## src/rtl/dmem_bridge.sv

```systemverilog
`default_nettype none
// ============================================================================
// Module   : dmem_bridge
// Brief    : Memory-stage load/store bridge onto a doubleword valid/ready bus
//            with byte strobes. Optional response timeout: DMEM_BRIDGE_TIMEOUT_EN.
// Revision : 1.0  initial release
// ============================================================================
module dmem_bridge #(
    parameter int TIMEOUT_CYCLES = 255
) (
    input  logic        clk,
    input  logic        rst,
    input  logic        req_valid,
    input  logic        req_wen,
    input  logic [63:0] req_addr,
    input  logic [63:0] req_wdata,
    input  logic [3:0]  req_wlen,
    output logic        req_stall,
    output logic        resp_done,
    output logic [63:0] resp_rdata,
    output logic        resp_err,
    output logic        bus_avalid,
    input  logic        bus_aready,
    output logic        bus_awrite,
    output logic [63:0] bus_addr,
    output logic [63:0] bus_wdata,
    output logic [7:0]  bus_wstrb,
    output logic        bus_rready,
    input  logic        bus_rvalid,
    input  logic [63:0] bus_rdata,
    input  logic        bus_rerr
);

    typedef enum logic [1:0] {
        IDLE = 2'd0,
        ADDR = 2'd1,
        RESP = 2'd2,
        DONE = 2'd3
    } state_t;

    state_t      state;
    logic [2:0]  r_off;
    logic [3:0]  r_wlen;
    logic        r_wen;

    logic [7:0]  w_req_lanes;
    logic        w_legal;
    logic [7:0]  w_resp_lanes;
    logic [63:0] w_resp_mask;
    logic [63:0] w_rdata_aligned;
    logic        w_timeout;

    if (TIMEOUT_CYCLES < 1) begin : g_param_check
        $error("dmem_bridge: TIMEOUT_CYCLES must be at least 1");
    end

    // Unsupported sizes map to an empty lane set, which doubles as the legality test.
    function automatic logic [7:0] lane_mask(input logic [3:0] len);
        case (len)
            4'd1:    lane_mask = 8'h01;
            4'd2:    lane_mask = 8'h03;
            4'd4:    lane_mask = 8'h0F;
            4'd8:    lane_mask = 8'hFF;
            default: lane_mask = 8'h00;
        endcase
    endfunction

    assign w_req_lanes = lane_mask(req_wlen);
    assign w_legal     = (w_req_lanes != 8'h00) &&
                         ((req_addr[2:0] & (req_wlen[2:0] - 3'd1)) == 3'd0);

    assign w_resp_lanes    = lane_mask(r_wlen);
    assign w_rdata_aligned = bus_rdata >> {r_off, 3'b000};

    always_comb begin
        w_resp_mask = '0;
        for (int i = 0; i < 8; i++) begin
            w_resp_mask[i*8 +: 8] = {8{w_resp_lanes[i]}};
        end
    end

    assign req_stall = req_valid & (state != DONE);

`ifdef DMEM_BRIDGE_TIMEOUT_EN
    localparam int CNT_W = ($clog2(TIMEOUT_CYCLES + 1) > 8) ? $clog2(TIMEOUT_CYCLES + 1) : 8;
    localparam logic [CNT_W-1:0] CNT_ONE     = CNT_W'(1);
    localparam logic [CNT_W-1:0] TIMEOUT_VAL = CNT_W'(TIMEOUT_CYCLES);

    logic [CNT_W-1:0] r_cnt;

    always_ff @(posedge clk or posedge rst) begin
        if (rst) begin
            r_cnt <= '0;
        end else if (state == IDLE) begin
            r_cnt <= '0;
        end else if (state == ADDR || state == RESP) begin
            r_cnt <= r_cnt + CNT_ONE;
        end
    end

    // Fires in the cycle whose increment would land on the limit.
    assign w_timeout = ((state == ADDR) || (state == RESP)) && ((r_cnt + CNT_ONE) == TIMEOUT_VAL);
`else
    assign w_timeout = 1'b0;
`endif

    always_ff @(posedge clk or posedge rst) begin
        if (rst) begin
            state      <= IDLE;
            r_off      <= '0;
            r_wlen     <= '0;
            r_wen      <= 1'b0;
            resp_done  <= 1'b0;
            resp_rdata <= '0;
            resp_err   <= 1'b0;
            bus_avalid <= 1'b0;
            bus_awrite <= 1'b0;
            bus_addr   <= '0;
            bus_wdata  <= '0;
            bus_wstrb  <= '0;
            bus_rready <= 1'b0;
        end else begin
            resp_done <= 1'b0;
            case (state)
                IDLE: begin
                    if (req_valid) begin
                        if (w_legal) begin
                            r_off      <= req_addr[2:0];
                            r_wlen     <= req_wlen;
                            r_wen      <= req_wen;
                            bus_addr   <= {req_addr[63:3], 3'b000};
                            bus_wdata  <= req_wdata << {req_addr[2:0], 3'b000};
                            bus_wstrb  <= req_wen ? (w_req_lanes << req_addr[2:0]) : 8'h00;
                            bus_awrite <= req_wen;
                            bus_avalid <= 1'b1;
                            state      <= ADDR;
                        end else begin
                            resp_err   <= 1'b1;
                            resp_rdata <= '0;
                            resp_done  <= 1'b1;
                            state      <= DONE;
                        end
                    end
                end
                ADDR: begin
                    if (bus_aready) begin
                        bus_avalid <= 1'b0;
                        bus_rready <= 1'b1;
                        state      <= RESP;
                    end else if (w_timeout) begin
                        bus_avalid <= 1'b0;
                        resp_err   <= 1'b1;
                        resp_rdata <= '0;
                        resp_done  <= 1'b1;
                        state      <= DONE;
                    end
                end
                RESP: begin
                    if (bus_rvalid) begin
                        bus_rready <= 1'b0;
                        resp_err   <= bus_rerr;
                        resp_rdata <= (!r_wen && !bus_rerr) ? (w_rdata_aligned & w_resp_mask) : '0;
                        resp_done  <= 1'b1;
                        state      <= DONE;
                    end else if (w_timeout) begin
                        bus_rready <= 1'b0;
                        resp_err   <= 1'b1;
                        resp_rdata <= '0;
                        resp_done  <= 1'b1;
                        state      <= DONE;
                    end
                end
                DONE: begin
                    state <= IDLE;
                end
                default: begin
                    state <= IDLE;
                end
            endcase
        end
    end

endmodule
`default_nettype wire

```

## config.mk

```make
export PLATFORM = sky130hd
export DESIGN_NAME = dmem_bridge
export DESIGN_NICKNAME = d
export VERILOG_FILES = /design/src/rtl/dmem_bridge.sv
export SDC_FILE = /design/constraint.sdc
export NUM_CORES = 1
export LEC_CHECK = 0
export CELL_PAD_IN_SITES_DETAIL_PLACEMENT = 1
export CELL_PAD_IN_SITES_GLOBAL_PLACEMENT = 2
export CORE_ASPECT_RATIO = 1.2
export CORE_MARGIN = 8
export CORE_UTILIZATION = 29
export CTS_CLUSTER_DIAMETER = 200
export DETAILED_ROUTE_END_ITERATION = 6
export PLACE_DENSITY_LB_ADDON = 0.08
export SKIP_LAST_GASP = 1
export SLEW_MARGIN = 30
export SYNTH_ARGS = -nofsm -noshare
export SYNTH_HDL_FRONTEND = slang
export SYNTH_SLANG_ARGS = --single-unit
```

## constraint.sdc

```tcl
create_clock -name clk -period 15 [get_ports clk]
set_input_delay 3.75 -clock clk [delete_from_list [all_inputs] [get_ports clk]]
set_output_delay 3.75 -clock clk [all_outputs]
set_load 0.02 [all_outputs]
```

==> run_results.csv <==
group,metric,value,unit
clock_tree,cts_root_buf,"clkbuf_16",
floorplanning,die_area,0.0467,sq mm
floorplanning,die_w,199,microns
global_routing,grt_max_degree,89,
placed_design,io_buffers,405,
floorplanning,die_height,235,microns
worst_setup_path,r2r_setup_slack,11.66,ns
sta,finalSetupTns,0,ns
final_layout,final_common_cell,"clkdlybuf4s50_1",
clock_tree,cts_tree,"built",
clock_tree,path_clk_slew,0.06,ns
sta,max_slew_margin,36.8,%
clock_tree,numCtsBuffers,25,
worst_setup_path,path_cells,"clkdlybuf4s50_1 > nor2b_1 > clkdlybuf4s50_1",
logic_synthesis,syn_inst,1252,
worst_setup_path,crit_required,11.25,ns
logic_synthesis,ys_top_cells_by_area,"dfrtp_1, nand2_1, mux2i_1, mux2_2, o31ai_1",
logic_synthesis,netlist.area_leader.share,45.5,%
run,cap_viol_max_count,0,
final_layout,area_growth,45.4,%
logic_synthesis,synth.distinct_cells,61,
sta,fin_crit,8.80,ns
worst_setup_path,critPathCaptureType,"output pin",
clock_tree,cts_setup_buffers,0,
logic_synthesis,synthesis.area,0.0116,sq mm
global_routing,first_global_vias,11523,
floorplanning,coreArea,0.0396,sq mm
worst_setup_path,start_kind,"primary input",
routing,detail_route.iter0.violations,445,
logic_synthesis,yosys.area.top_type,"dfrtp_1",
clock_tree,cts_hold_buf,0,
worst_setup_path,path_class,"in2out",
clock_tree,cts.sinks,211,
worst_setup_path,path_max_fanout,4,
run_status,outcome,"finished, final reports clean",
worst_setup_path,crit_buf_inv,2,
routing,drc,0,
routing,drtPass1Iterations,4,
final_layout,utilization,42.6,%
sta,fin_crit_sh,58.7,%
floorplanning,ios,409,
sta,rsz0062_at_grt,"false",
floorplanning,start_util,29.3,%
routing,routed_wl,49.6,mm
placed_design,hpwl,37.2,mm
sta,tightest_slew,0.942,ns
sta,drv_slew,0,
worst_setup_path,slowest_stage,"clkdlybuf4s50_1",
global_routing,antenna_found_initial,12,
routing,vias_per_cell,4.96,
logic_synthesis,synth_ff_type,"dfrtp_1",
power,peakVddDrop,0.0872,mV
worst_hold_path,hp-class,"reg2reg",
global_routing,gr-total-overflow,0,
worst_setup_path,cp_top_family,"buffers and inverters",
logic_synthesis,ys_seq_area_share,45.5,%
logic_synthesis,synth-async-reset-ratio,100,%
logic_synthesis,ys_warn_count,0,
worst_setup_path,critPathMaxStageDelay,0.62,ns
final_layout,final_cell_mix,"clkdlybuf4s50_1, nand2_1, dfrtp_1",
sta,fmax,114,MHz
floorplanning,core.rowCount,80,
sta,setup_viol,0,
logic_synthesis,avgSynthCellArea,9.27,sq um
placed_design,gp_congestion,0.872,
clock_tree,cts_resized,0,
power,powerDensity,174,mW/mm^2
routing,wl_per_cell,23.0,microns
clock_tree,htreeDepth,1,
clock_tree,clockBufferDepth,3,
global_routing,grt.total_usage,20.4,%
logic_synthesis,synth_seq_cells,211,
routing,postRouteAntennaNets,0,
worst_setup_path,crit_arrival,5.05,ns
worst_setup_path,cp_common_cell,"clkdlybuf4s50_1",
global_routing,grt_first_pass_wirelength,72.9,mm
routing,dr_total_vias,10702,
logic_synthesis,synth_edf_count,0,
power,fin_total_pwr,2930,uW
clock_tree,clk_latency,0.54,ns
sta,hold_viol_final,0,
sta,holdWs,0.471,ns
final_layout,nets,1811,
sta,fin_skew,0.0245,ns
final_layout,drive_gt1_share,8.84,%
power,leakage,0.00737,uW
[power breakdown]
group	total [uW]	switching, uW	internal, uW
combinational	1430	834	598
clock	632	252	380
sequential	869	118	752
total	2930	1200	1730
[cells in the mapped netlist, drive strengths merged, types with 8 or more instances]
master	number
o21a	8
a21oi	66
a211oi	19
nand2	323
nand2b	8
mux2	58
dfrtp	211
a2111oi	11
nor2b	11
buf	67
o211ai	9
ha	8
mux2i	95
o21ai	35
o22ai	9
inv	12
mux4	8
o41ai	8
o31ai	64
a21o	20
o221ai	9
clkbuf	36
and3	8
nor2	102
[cells by family (layout without fill, tap and decap cells)]
logic type | after synthesis | in the layout | synth area share (%)
flip-flops | 211 | 211 | 45.5
adder cells (fa/ha/maj) | 8 | 8 | 0.863
AND/OR/NAND/NOR | 477 | 477 | 16.8
other | 1 | 8 | 0.0323
AO/OA/AOI/OAI | 276 | 276 | 16.5
buffers and inverters | 116 | 480 | 4.68
XOR/XNOR | 2 | 2 | 0.151
multiplexers | 161 | 161 | 15.4
[worst min-delay path, stage by stage (launching register included)]
cell	delay, ns
dfrtp_1	0.34
nand2_1	0.05
o41ai_1	0.05
[state kept, by name (all words and copies together) (netlist names)]
signal,cells
bus_wdata,64
resp_err,1
state,2
bus_rready,1
resp_rdata,64
bus_addr,61
r_wlen,4
r_wen,1
resp_done,1
bus_wstrb,8
bus_avalid,1
r_off,3
[through the flow]
step           setup slack [ns]  instances  instance area (sq um)
4_1_cts                    6.19       2151                  16900
6_report                   6.20       2156                  16900
3_5_place_dp               6.19       2106                  16000
2_1_floorplan              5.48       1254                  11600
3_3_place_gp               6.23       2105                  16000
5_1_grt                    6.15       2151                  16900
[area by class of cell]
class	count	area [sq um]
antenna	5	12.5
clock buffer	38	754
clock inverter	7	91.3
fill	4494	22800
inverter	13	56.3
multi-input combinational	927	5810
sequential	211	5290
tap	533	667
timing repair buffer	422	4200
[per-layer routing]
layer,share of wire [%],wire length [microns],global-route usage [%],vias to the layer above
met4,3.6,1790,7.49,20
met5,0.26,130,0,-
li1,-,-,-,5061
met2,52,25600,37.3,287
met3,7.6,3780,6.65,87
met1,37,18300,21.3,5247
[worst paths after layout]
| check | startpoint | to | depth (start not counted) |
|---|---|---|---|
| setup / recovery | req_valid | req_stall | 3 |
| hold / removal | resp_rdata[34] | resp_rdata[34] | 2 |
| setup reg to reg | state[0] | resp_rdata[14] | 8 |
| hold reg to reg | resp_rdata[34] | resp_rdata[34] | 2 |
| max in group asynchronous | rst | bus_wdata[58] | 3 |
| min in group asynchronous | rst | bus_addr[54] | 2 |
No activity file was read; power rests on OpenSTA's default activity.
